**src/rtl/sdrc_define.sv**
```systemverilog
// Shared definitions for the SDRAM bank response block: request ID width,
// command encodings, FSM state encodings and the queued chunk header.
package sdrc_define;

  localparam int SDR_REQ_ID_W = 4;

  localparam logic [1:0] CMD_PRE = 2'b00;
  localparam logic [1:0] CMD_ACT = 2'b01;
  localparam logic [1:0] CMD_RW  = 2'b10;

  localparam logic [2:0] ST_IDLE   = 3'd0;
  localparam logic [2:0] ST_PRE    = 3'd1;
  localparam logic [2:0] ST_WAIT_P = 3'd2;
  localparam logic [2:0] ST_ACT    = 3'd3;
  localparam logic [2:0] ST_WAIT_A = 3'd4;
  localparam logic [2:0] ST_RW     = 3'd5;

  // Chunk fields other than the length, whose width is a block parameter.
  typedef struct packed {
    logic [SDR_REQ_ID_W-1:0] id;
    logic                    start;
    logic                    last;
    logic                    wrap;
    logic                    write;
    logic [1:0]              ba;
    logic [11:0]             raddr;
    logic [11:0]             caddr;
  } chunk_hdr_t;

endpackage

```
**src/rtl/sdrc_bank_resp_if.sv**
```systemverilog
// Request-side and command-side signals of the bank response block.
interface sdrc_bank_resp_if
  import sdrc_define::*;
#(
  parameter int APP_RW = 9
) ();

  logic                    r2b_req;
  logic [SDR_REQ_ID_W-1:0] r2b_req_id;
  logic                    r2b_start;
  logic                    r2b_last;
  logic                    r2b_wrap;
  logic                    r2b_write;
  logic [1:0]              r2b_ba;
  logic [11:0]             r2b_raddr;
  logic [11:0]             r2b_caddr;
  logic [APP_RW-1:0]       r2b_len;
  logic                    b2r_ack;
  logic                    b2r_arb_ok;

  logic                    b2x_req;
  logic [1:0]              b2x_cmd;
  logic [1:0]              b2x_ba;
  logic [11:0]             b2x_raddr;
  logic [11:0]             b2x_caddr;
  logic [APP_RW-1:0]       b2x_len;
  logic [SDR_REQ_ID_W-1:0] b2x_id;
  logic                    b2x_start;
  logic                    b2x_last;
  logic                    b2x_wrap;
  logic                    b2x_write;
  logic                    x2b_ack;
  logic                    x2b_refresh;
  logic                    b2x_idle;

  modport slave (
    input  r2b_req, r2b_req_id, r2b_start, r2b_last, r2b_wrap, r2b_write,
           r2b_ba, r2b_raddr, r2b_caddr, r2b_len, x2b_ack, x2b_refresh,
    output b2r_ack, b2r_arb_ok, b2x_req, b2x_cmd, b2x_ba, b2x_raddr,
           b2x_caddr, b2x_len, b2x_id, b2x_start, b2x_last, b2x_wrap,
           b2x_write, b2x_idle
  );

  modport master (
    output r2b_req, r2b_req_id, r2b_start, r2b_last, r2b_wrap, r2b_write,
           r2b_ba, r2b_raddr, r2b_caddr, r2b_len, x2b_ack, x2b_refresh,
    input  b2r_ack, b2r_arb_ok, b2x_req, b2x_cmd, b2x_ba, b2x_raddr,
           b2x_caddr, b2x_len, b2x_id, b2x_start, b2x_last, b2x_wrap,
           b2x_write, b2x_idle
  );

endinterface

```
**src/rtl/sdrc_req_queue.sv**
```systemverilog
// Small FIFO of chunk requests; pushes are dropped while full, pops while empty.
module sdrc_req_queue #(
  parameter int DW    = 8,
  parameter int DEPTH = 4
) (
  input  logic                     clk,
  input  logic                     reset,
  input  logic                     push,
  input  logic                     pop,
  input  logic [DW-1:0]            din,
  output logic [DW-1:0]            dout,
  output logic                     full,
  output logic                     empty,
  output logic [$clog2(DEPTH):0]   count
);

  localparam int AW = $clog2(DEPTH);
  localparam logic [AW:0] FULL_CNT = (AW+1)'(DEPTH);

  logic [DW-1:0] r_mem [DEPTH];
  logic [AW-1:0] r_wr_ptr;
  logic [AW-1:0] r_rd_ptr;
  logic [AW:0]   r_count;
  logic          w_push;
  logic          w_pop;

  assign full  = (r_count == FULL_CNT);
  assign empty = (r_count == '0);
  assign count = r_count;
  assign dout  = r_mem[r_rd_ptr];

  // A full queue never accepts, even when the head leaves on the same edge.
  assign w_push = push & ~full;
  assign w_pop  = pop & ~empty;

  always_ff @(posedge clk) begin
    if (w_push) r_mem[r_wr_ptr] <= din;
  end

  always_ff @(posedge clk) begin
    if (reset) begin
      r_wr_ptr <= '0;
      r_rd_ptr <= '0;
      r_count  <= '0;
    end else begin
      if (w_push) r_wr_ptr <= r_wr_ptr + 1'b1;
      if (w_pop)  r_rd_ptr <= r_rd_ptr + 1'b1;
      case ({w_push, w_pop})
        2'b10:   r_count <= r_count + 1'b1;
        2'b01:   r_count <= r_count - 1'b1;
        default: r_count <= r_count;
      endcase
    end
  end

endmodule

```
**src/rtl/sdrc_bank_resp.sv**
```systemverilog
// Per-bank command sequencer: queues chunks, opens/closes rows and issues
// PRE/ACT/RW commands for the queue head with tRP/tRCD waits.
//   state   | meaning
//   IDLE    | waiting for a queued chunk
//   PRE     | precharge requested, waiting for ack
//   WAIT_P  | tRP countdown
//   ACT     | activate requested, waiting for ack
//   WAIT_A  | tRCD countdown
//   RW      | read/write requested, waiting for ack
module sdrc_bank_resp
  import sdrc_define::*;
#(
  parameter int APP_RW = 9,
  parameter int QDEPTH = 4
) (
  input  logic             clk,
  input  logic             reset,
  input  logic [3:0]       cfg_trp_d,
  input  logic [3:0]       cfg_trcd_d,
  sdrc_bank_resp_if.slave  bus
);

  localparam int AW = $clog2(QDEPTH);
  localparam int DW = $bits(chunk_hdr_t) + APP_RW;
  localparam logic [AW:0] ARB_MAX = (AW+1)'(QDEPTH - 2);

  logic [2:0]        r_state;
  logic [2:0]        w_state_nxt;
  logic [3:0]        r_timer;
  logic [3:0]        r_open;
  logic [11:0]       r_row [4];
  chunk_hdr_t        w_in_hdr;
  chunk_hdr_t        w_hd;
  logic [APP_RW-1:0] w_hd_len;
  logic [DW-1:0]     w_din;
  logic [DW-1:0]     w_dout;
  logic              w_full;
  logic              w_empty;
  logic [AW:0]       w_count;
  logic              w_pop;
  logic              w_hit;
  logic              w_idle;

  always_comb begin
    w_in_hdr       = '0;
    w_in_hdr.id    = bus.r2b_req_id;
    w_in_hdr.start = bus.r2b_start;
    w_in_hdr.last  = bus.r2b_last;
    w_in_hdr.wrap  = bus.r2b_wrap;
    w_in_hdr.write = bus.r2b_write;
    w_in_hdr.ba    = bus.r2b_ba;
    w_in_hdr.raddr = bus.r2b_raddr;
    w_in_hdr.caddr = bus.r2b_caddr;
  end

  assign w_din = {w_in_hdr, bus.r2b_len};
  assign {w_hd, w_hd_len} = w_dout;
  assign w_pop = (r_state == ST_RW) & bus.x2b_ack;

  sdrc_req_queue #(.DW(DW), .DEPTH(QDEPTH)) u_queue (
    .clk   (clk),
    .reset (reset),
    .push  (bus.r2b_req),
    .pop   (w_pop),
    .din   (w_din),
    .dout  (w_dout),
    .full  (w_full),
    .empty (w_empty),
    .count (w_count)
  );

  assign bus.b2r_ack    = bus.r2b_req & ~w_full;
  assign bus.b2r_arb_ok = (w_count <= ARB_MAX);

  assign w_hit  = r_open[w_hd.ba] && (r_row[w_hd.ba] == w_hd.raddr);
  assign w_idle = (r_state == ST_IDLE) & w_empty;

  always_comb begin
    w_state_nxt = r_state;
    case (r_state)
      ST_IDLE:
        if (!w_empty) begin
          if (w_hit)                 w_state_nxt = ST_RW;
          else if (r_open[w_hd.ba])  w_state_nxt = ST_PRE;
          else                       w_state_nxt = ST_ACT;
        end
      ST_PRE:    if (bus.x2b_ack)       w_state_nxt = ST_WAIT_P;
      ST_WAIT_P: if (r_timer == 4'd0)   w_state_nxt = ST_ACT;
      ST_ACT:    if (bus.x2b_ack)       w_state_nxt = ST_WAIT_A;
      ST_WAIT_A: if (r_timer == 4'd0)   w_state_nxt = ST_RW;
      ST_RW:     if (bus.x2b_ack)       w_state_nxt = ST_IDLE;
      default:                          w_state_nxt = ST_IDLE;
    endcase
  end

  always_ff @(posedge clk) begin
    if (reset) begin
      r_state <= ST_IDLE;
      r_timer <= 4'd0;
      r_open  <= 4'd0;
      for (int i = 0; i < 4; i++) r_row[i] <= 12'd0;
    end else begin
      r_state <= w_state_nxt;
      case (r_state)
        ST_PRE:
          if (bus.x2b_ack) begin
            r_open[w_hd.ba] <= 1'b0;
            r_timer         <= cfg_trp_d;
          end
        ST_ACT:
          if (bus.x2b_ack) begin
            r_open[w_hd.ba] <= 1'b1;
            r_row[w_hd.ba]  <= w_hd.raddr;
            r_timer         <= cfg_trcd_d;
          end
        ST_WAIT_P, ST_WAIT_A:
          if (r_timer != 4'd0) r_timer <= r_timer - 4'd1;
        default: ;
      endcase
      // Refresh closes every bank, but only when nothing is in flight.
      if (w_idle && bus.x2b_refresh) r_open <= 4'd0;
    end
  end

  always_comb begin
    bus.b2x_cmd = CMD_PRE;
    case (r_state)
      ST_ACT:  bus.b2x_cmd = CMD_ACT;
      ST_RW:   bus.b2x_cmd = CMD_RW;
      default: bus.b2x_cmd = CMD_PRE;
    endcase
  end

  assign bus.b2x_req   = (r_state == ST_PRE) | (r_state == ST_ACT) | (r_state == ST_RW);
  assign bus.b2x_idle  = w_idle;
  assign bus.b2x_ba    = w_hd.ba;
  assign bus.b2x_raddr = w_hd.raddr;
  assign bus.b2x_caddr = w_hd.caddr;
  assign bus.b2x_len   = w_hd_len;
  assign bus.b2x_id    = w_hd.id;
  assign bus.b2x_start = w_hd.start;
  assign bus.b2x_last  = w_hd.last;
  assign bus.b2x_wrap  = w_hd.wrap;
  assign bus.b2x_write = w_hd.write;

endmodule

```
**src/flat_wrapper.sv**
```systemverilog
// flat-port wrapper written by rule: the top's interface ports become plain ports
module sdrc_bank_resp_flat import sdrc_define::*;
#(
  parameter int APP_RW = 9,
  parameter int QDEPTH = 4
)
  (clk, reset, cfg_trp_d, cfg_trcd_d, bus_r2b_req, bus_r2b_req_id, bus_r2b_start, bus_r2b_last, bus_r2b_wrap, bus_r2b_write, bus_r2b_ba, bus_r2b_raddr, bus_r2b_caddr, bus_r2b_len, bus_x2b_ack, bus_x2b_refresh, bus_b2r_ack, bus_b2r_arb_ok, bus_b2x_req, bus_b2x_cmd, bus_b2x_ba, bus_b2x_raddr, bus_b2x_caddr, bus_b2x_len, bus_b2x_id, bus_b2x_start, bus_b2x_last, bus_b2x_wrap, bus_b2x_write, bus_b2x_idle);
  sdrc_bank_resp_if #(.APP_RW(APP_RW)) bus_i ();
  input  logic clk;
  input  logic reset;
  input  logic [3:0] cfg_trp_d;
  input  logic [3:0] cfg_trcd_d;
  input wire logic [$bits(bus_i.r2b_req)-1:0] bus_r2b_req;
  input wire logic [$bits(bus_i.r2b_req_id)-1:0] bus_r2b_req_id;
  input wire logic [$bits(bus_i.r2b_start)-1:0] bus_r2b_start;
  input wire logic [$bits(bus_i.r2b_last)-1:0] bus_r2b_last;
  input wire logic [$bits(bus_i.r2b_wrap)-1:0] bus_r2b_wrap;
  input wire logic [$bits(bus_i.r2b_write)-1:0] bus_r2b_write;
  input wire logic [$bits(bus_i.r2b_ba)-1:0] bus_r2b_ba;
  input wire logic [$bits(bus_i.r2b_raddr)-1:0] bus_r2b_raddr;
  input wire logic [$bits(bus_i.r2b_caddr)-1:0] bus_r2b_caddr;
  input wire logic [$bits(bus_i.r2b_len)-1:0] bus_r2b_len;
  input wire logic [$bits(bus_i.x2b_ack)-1:0] bus_x2b_ack;
  input wire logic [$bits(bus_i.x2b_refresh)-1:0] bus_x2b_refresh;
  output wire logic [$bits(bus_i.b2r_ack)-1:0] bus_b2r_ack;
  output wire logic [$bits(bus_i.b2r_arb_ok)-1:0] bus_b2r_arb_ok;
  output wire logic [$bits(bus_i.b2x_req)-1:0] bus_b2x_req;
  output wire logic [$bits(bus_i.b2x_cmd)-1:0] bus_b2x_cmd;
  output wire logic [$bits(bus_i.b2x_ba)-1:0] bus_b2x_ba;
  output wire logic [$bits(bus_i.b2x_raddr)-1:0] bus_b2x_raddr;
  output wire logic [$bits(bus_i.b2x_caddr)-1:0] bus_b2x_caddr;
  output wire logic [$bits(bus_i.b2x_len)-1:0] bus_b2x_len;
  output wire logic [$bits(bus_i.b2x_id)-1:0] bus_b2x_id;
  output wire logic [$bits(bus_i.b2x_start)-1:0] bus_b2x_start;
  output wire logic [$bits(bus_i.b2x_last)-1:0] bus_b2x_last;
  output wire logic [$bits(bus_i.b2x_wrap)-1:0] bus_b2x_wrap;
  output wire logic [$bits(bus_i.b2x_write)-1:0] bus_b2x_write;
  output wire logic [$bits(bus_i.b2x_idle)-1:0] bus_b2x_idle;
  assign bus_i.r2b_req = bus_r2b_req;
  assign bus_i.r2b_req_id = bus_r2b_req_id;
  assign bus_i.r2b_start = bus_r2b_start;
  assign bus_i.r2b_last = bus_r2b_last;
  assign bus_i.r2b_wrap = bus_r2b_wrap;
  assign bus_i.r2b_write = bus_r2b_write;
  assign bus_i.r2b_ba = bus_r2b_ba;
  assign bus_i.r2b_raddr = bus_r2b_raddr;
  assign bus_i.r2b_caddr = bus_r2b_caddr;
  assign bus_i.r2b_len = bus_r2b_len;
  assign bus_i.x2b_ack = bus_x2b_ack;
  assign bus_i.x2b_refresh = bus_x2b_refresh;
  assign bus_b2r_ack = bus_i.b2r_ack;
  assign bus_b2r_arb_ok = bus_i.b2r_arb_ok;
  assign bus_b2x_req = bus_i.b2x_req;
  assign bus_b2x_cmd = bus_i.b2x_cmd;
  assign bus_b2x_ba = bus_i.b2x_ba;
  assign bus_b2x_raddr = bus_i.b2x_raddr;
  assign bus_b2x_caddr = bus_i.b2x_caddr;
  assign bus_b2x_len = bus_i.b2x_len;
  assign bus_b2x_id = bus_i.b2x_id;
  assign bus_b2x_start = bus_i.b2x_start;
  assign bus_b2x_last = bus_i.b2x_last;
  assign bus_b2x_wrap = bus_i.b2x_wrap;
  assign bus_b2x_write = bus_i.b2x_write;
  assign bus_b2x_idle = bus_i.b2x_idle;
  sdrc_bank_resp #(.APP_RW(APP_RW), .QDEPTH(QDEPTH)) u_core (.clk(clk), .reset(reset), .cfg_trp_d(cfg_trp_d), .cfg_trcd_d(cfg_trcd_d), .bus(bus_i));
endmodule
```
**config.mk**
```make
export PLATFORM = sky130hd
export DESIGN_NAME = sdrc_bank_resp_flat
export DESIGN_NICKNAME = d
export VERILOG_FILES = /design/src/rtl/sdrc_define.sv /design/src/rtl/sdrc_bank_resp_if.sv /design/src/rtl/sdrc_req_queue.sv /design/src/rtl/sdrc_bank_resp.sv /design/src/flat_wrapper.sv
export SDC_FILE = /design/constraint.sdc
export NUM_CORES = 1
export LEC_CHECK = 0
export BUFFER_PORTS_ARGS = -buffer_cell sky130_fd_sc_hd__buf_4
export CAP_MARGIN = 10
export CELL_PAD_IN_SITES_DETAIL_PLACEMENT = 0
export CELL_PAD_IN_SITES_GLOBAL_PLACEMENT = 1
export CORE_MARGIN = 1.5
export CORE_UTILIZATION = 50
export CTS_CLUSTER_DIAMETER = 100
export DETAILED_ROUTE_END_ITERATION = 7
export HOLD_SLACK_MARGIN = 0.1
export PLACE_DENSITY_LB_ADDON = 0.1
export REMOVE_ABC_BUFFERS = 1
export SYNTH_ARGS = -nofsm -noshare
export SYNTH_HDL_FRONTEND = slang
export SYNTH_SLANG_ARGS = --single-unit
```
**constraint.sdc**
```tcl
create_clock -name clk -period 3.7 [get_ports clk]
set_input_delay 0.185 -clock clk [delete_from_list [all_inputs] [get_ports clk]]
set_output_delay 0.185 -clock clk [all_outputs]
set_load 0.01 [all_outputs]
```
# [Yosys cells after proc, flatten, opt, wreduce, memory -nomap -nowiden]
# Memories as Yosys holds them, arrays and structs flattened. A register that Yosys moved wholly into a read port is not among the register bits.
# Index checks and enable logic that the tools add are counted.
[totals] n_memories=2 ramBits=220 output_inout_bits=49 input_bits=56 register_bits=18
[classes] n_lt_le_gt_ge=3 n_bitwise=11 add_sub_neg=5 muxes=35 reduce_logical=16 n_eq_ne=16
[mem_list] name="u_core.u_queue.r_mem" words=4 word_bits=43 rd=1 rd_clocked_by_memory_dff=1 wr=1 line="sdrc_req_queue.sv:20" text="logic [DW-1:0] r_mem [DEPTH];"
[mem_list] name="u_core.r_row" words=4 word_bits=12 rd=1 rd_clocked_by_memory_dff=0 wr=4 line="sdrc_bank_resp.sv:31" text="logic [11:0] r_row [4];"
[ops] cell="$mux 3" count=7
[ops] cell="$mux 4" count=5
[ops] cell="$pmux 3 s6" count=1
[ops] cell="$eq 12x12->1" count=1
[ops] cell="$mux 12" count=1
[ops] cell="$pmux 4 s3" count=1
[ops] cell="$reduce_or 12->1" count=1
[ops] cell="$mux 1" count=11
[ops] cell="$eq 3x3->1 const B" count=3
[ops] cell="$mux 2" count=4
[ops] cell="$ne 2x2->1 const B" count=4
[ops] cell="$pmux 4 s2" count=1
[ops] cell="$eq 3x2->1 const B" count=2
[ops] cell="$logic_not 3->1" count=2
[ops] cell="$ne 2x1->1 const B" count=3
[ops] cell="$pmux 3 s2" count=1
[ops] cell="$reduce_and 6->1" count=1
[ops] cell="$add 2x1->2 const B" count=2
[ops] cell="$and 1x1->1" count=4
[ops] cell="$and 4x4->4" count=1
[ops] cell="$logic_not 4->1" count=1
[ops] cell="$not 4->4" count=1
[ops] cell="$or 4x4->4" count=1
[ops] cell="$pmux 2 s2" count=1
[ops] cell="20 further kinds" count=26

# [Depth between registers and ports, before layout]
[logic_depth] word_depth=8 ltp_mapped=10 depth_no_buf=9

# [Hierarchy]
# A second synthesis with hierarchy kept.
[unflattened] hier_cells=550 area_unflattened_um2=9801.9
[modules_own_cells] mod="sdrc_req_queue" area_per_inst_um2=6747.7 seq_area_each_um2=5345.1 n_inst=1 cells_per_inst=279
[modules_own_cells] mod="sdrc_bank_resp" area_per_inst_um2=3054.2 seq_area_each_um2=1661.6 n_inst=1 cells_per_inst=271

# [Least setup slack after synthesis]
# No wires, ideal clock.
[synth_timing] kind="flip-flop to flip-flop" from="register with a tool-made name" to="memory u_core.r_row[1][0], enable pin" required_ps=3317 setup_time_ps=383 synth_period_minus_slack_ps=2733 setup_slack_ps=967 stages_incl_launch_ff=7 n_path_buf=3 t_arrival_ps=2350 path_cell_list="dfxtp_1 clkbuf_1 mux4_2 buf_2 buf_2 nand2b_1 o21bai_1"
[synth_lines] element="end: declaration" line="sdrc_bank_resp.sv:31"

==> metrics.md <==
| Metric | Value |
|---|---|
| CP Data Required Time | `4.14 ns` |
| Startpoint Class | `register` |
| Mapped Area | `9690 µm²` |
| H-tree depth | `1` |
| Max VDD drop | `0.511 mV` |
| Yosys cell types | `47` |
| Register area | `7010 µm²` |
| WL per Instance | `18.9 µm` |
| Commonest cells after routing, fill and taps aside | `220 x edfxtp_1, 121 x buf_4, 61 x nor2_1` |
| Vias/cell | `5.33` |
| Worst EP arrival | `between 3 and 4 ns` |
| Tmin final | `2.71 ns` |
| Worst slew pin tran | `0.887 ns` |
| Status | `complete, no violations` |
| Largest net degree at the start of global routing | `44` |
| Clock Power Share | `40.2%` |
| Worst r2r path cells | `6` |
| Period utilization | `73.1%` |
| Core area | `18,800 µm²` |
| Filler instances | `roughly 1.3k` |
| Internal | `5280 µW` |
| Clk sinks | `240` |
| Total number of vias | `between 5k and 6k` |
| Sequential cell area fraction in the yosys report | `between 70 and 80%` |
| First-pass GRT wire length | `approximately 30 mm` |
| Final nets | `approximately 800` |
| Yosys warns | `0` |
| Die ar. | `20,200 µm²` |
| Leak | `0.00444 µW` |
| Chip height | `142 µm` |
| Critical path fanouts, max | `30` |
| Number of diodes | `0` |
| Die width | `between 100 and 150 µm` |
| Final worst slack | `0.994 ns` |
| WS Path Type | `register to register` |
| Post-route ant nets | `0` |
| Row cnt | `50` |
| Flop2flop setup slack | `0.99 ns` |
| Multi-input gate area | `~2500 µm²` |
| Psw | `1540 µW` |
| Hold Fails Final Rpt | `0` |
| Crit path capture type | `register` |
| Post-DP Area | `10,800 µm²` |
| Initial Util | `51.4%` |
| Max-slew headroom | `just over 40%` |
| DRT Pass-1 Iters | `5` |
| Commonest non-fill, non-tap cell in the layout | `edfxtp_1` |
| Ys flop type | `edfxtp_1` |
| Post-Syn Area per Cell | `17.3 µm²` |
| Number of global-route vias before repair | `5,699` |
| Max Slew Vio Count | `0` |
| Final WL | `19.1 mm` |
| Port bufs | `104` |
| Asr flop ratio synth | `0%` |
| Comb pwr share | `between 10% and 20%` |
| Total power draw | `6820 µW` |
| Setup-failing EPs final | `0` |
| Final Skew | `just over 0.008 ns` |
| Reg power frac | `47.1%` |
| Initial antenna violation count | `0` |
| Gr usage total | `between 10% and 20%` |
| Peak Freq | `370 MHz` |
| Clock buffer count from CTS | `25` |
| Number of flops mapped to enable cells by yosys | `220` |
| GP Congestion | `0.825` |
| Max Root-Sink Buffers | `3` |
| Worst setup endpoint | `u_core.r_state[2]` |
| Clock Latency Late Sink | `0.53 ns` |
| TritonCTS clock tree | `built` |
| Final instance area | `12,200 µm²` |
| I/O Pins | `roughly 110` |
| DRC viols | `0` |
| Placed Instances | `just over 900` |
| Reg clk slew, reported paths | `0.06 ns` |
| Min-Delay Path Class | `input pin to register` |
| Synthesized flop and latch total | `240` |
| GRT Residual Overflow | `0` |
| Share of layout cells above drive strength 1 | `slightly below 30%` |
| Pre-CTS WS | `0.961 ns` |
| Switch share | `22.6%` |
| Iter 0 DRT Violations | `335` |
| Synth Instances | `559` |
| RSZ-0062 raised after global routing | `no` |
| RR Endpoint | `u_core.r_state[2]` |
| Post-DP HPWL | `11.9 mm` |
| CTS Root Cell | `clkbuf_16` |
| Max cap viols | `0` |
| Pwr/cell area | `around 560 nW/µm²` |
| Post-route insts no fill | `just over 1k` |
| Area Overhead vs Synth | `26.4%` |
-- metrics by stage --
stage / util (%) / setup TNS [ns] / hold WS [ns]
after floorplan: - / -24.34 / 0.254
after global placement: 57.3 / 0 / 0.383
after detailed placement: 57.3 / 0 / 0.388
after CTS: 65.0 / 0 / 0.195
after global routing: 65.0 / 0 / 0.247
final: 65.0 / 0 / 0.217
-- metal layers --
metal | up-vias | routed length (µm) | global-route usage [%]
met5 | - | 0 | 0
met4 | 0 | 358 | 4.77
met3 | 29 | 1070 | 3.94
met2 | 128 | 9650 | 34.4
met1 | 2730 | 8050 | 25.2
li1 | 2511 | - | -
-- sequential cells by signal, summed over array words and instances, names as in the netlist, named ones only --
| name | flops |
|---|---|
| u_core.r_state | 3 |
| u_core.u_queue.r_mem | 172 |
| u_core.u_queue.r_rd_ptr | 2 |
| u_core.r_row | 48 |
| u_core.u_queue.count | 3 |
| u_core.r_timer | 4 |
| u_core.u_queue.r_wr_ptr | 2 |
-- cell families (layout without fill, tap and decap cells) --
kind of cell	Yosys count	count (layout)	share of synthesized area [%]
compound gates	48	48	3.33
xor+xnor	14	14	1.27
fa+ha+maj	8	8	1.11
buf+inv	50	244	2.32
flops	240	240	72.3
mux	76	76	13.9
simple gates	123	123	5.75
-- worst min-delay path by stage --
stage / startpoint / to / slack [ns] / cells after the start
floorplan: reset / u_core.r_timer[2] / 0.25 / 1
global placement: bus_r2b_raddr[10] / u_core.u_queue.r_mem[3][31] / 0.38 / 1
detailed placement: bus_r2b_len[7] / u_core.u_queue.r_mem[0][7] / 0.39 / 1
CTS: bus_r2b_req / u_core.u_queue.r_wr_ptr[0] / 0.19 / 6
global route: bus_r2b_req / u_core.u_queue.r_wr_ptr[0] / 0.25 / 6
finish: bus_r2b_req / u_core.u_queue.r_wr_ptr[0] / 0.22 / 6
-- power groups by stage --
stage | Clock (µW) | Sequential [µW] | Combinational, µW
floorplan | 0 | 3240 | 476
global placement | 0 | 3260 | 763
detailed placement | 0 | 3260 | 777
CTS | 2790 | 3210 | 872
global route | 2890 | 3220 | 954
finish | 2740 | 3210 | 866
-- timing repair --
item                                   in CTS  in global routing
endpoints found under the hold margin     191                  0
gates resized for setup                     0                  0
setup buffers                               0                  0
hold buffers                               54                  0
-- Yosys cell counts, drive strengths merged, types with 6 or more instances --
| cell type | number | area share [%] |
|---|---|---|
| xor2 | 8 | 0.72 |
| nand2 | 23 | 0.89 |
| nand2b | 7 | 0.45 |
| ha | 7 | 0.90 |
| edfxtp | 220 | 68 |
| nor2 | 61 | 2.4 |
| a21oi | 17 | 0.88 |
| buf | 11 | 0.81 |
| clkbuf | 16 | 0.62 |
| mux2i | 26 | 2.7 |
| dfxtp | 20 | 4.1 |
| mux4 | 46 | 11 |
| xnor2 | 6 | 0.54 |
| inv | 23 | 0.89 |
| nor3 | 7 | 0.36 |
-- worst max-delay path, stage by stage (launching register included) --
cell	delay [ns]
dfxtp_4	0.36
mux4_2	0.93
mux4_2	0.60
xor2_1	0.15
a21oi_1	0.16
o2111ai_1	0.16
a211oi_2	0.24
-- final cells by class --
class	instances	area share, %
clock buffer	28	5.20
clock inverter	18	2.25
inverter	23	0.705
sequential	240	57.3
multi-input combinational	269	20.1
timing repair buffer	175	11.8
tap	260	2.66
(Power assumes the default switching activity.)
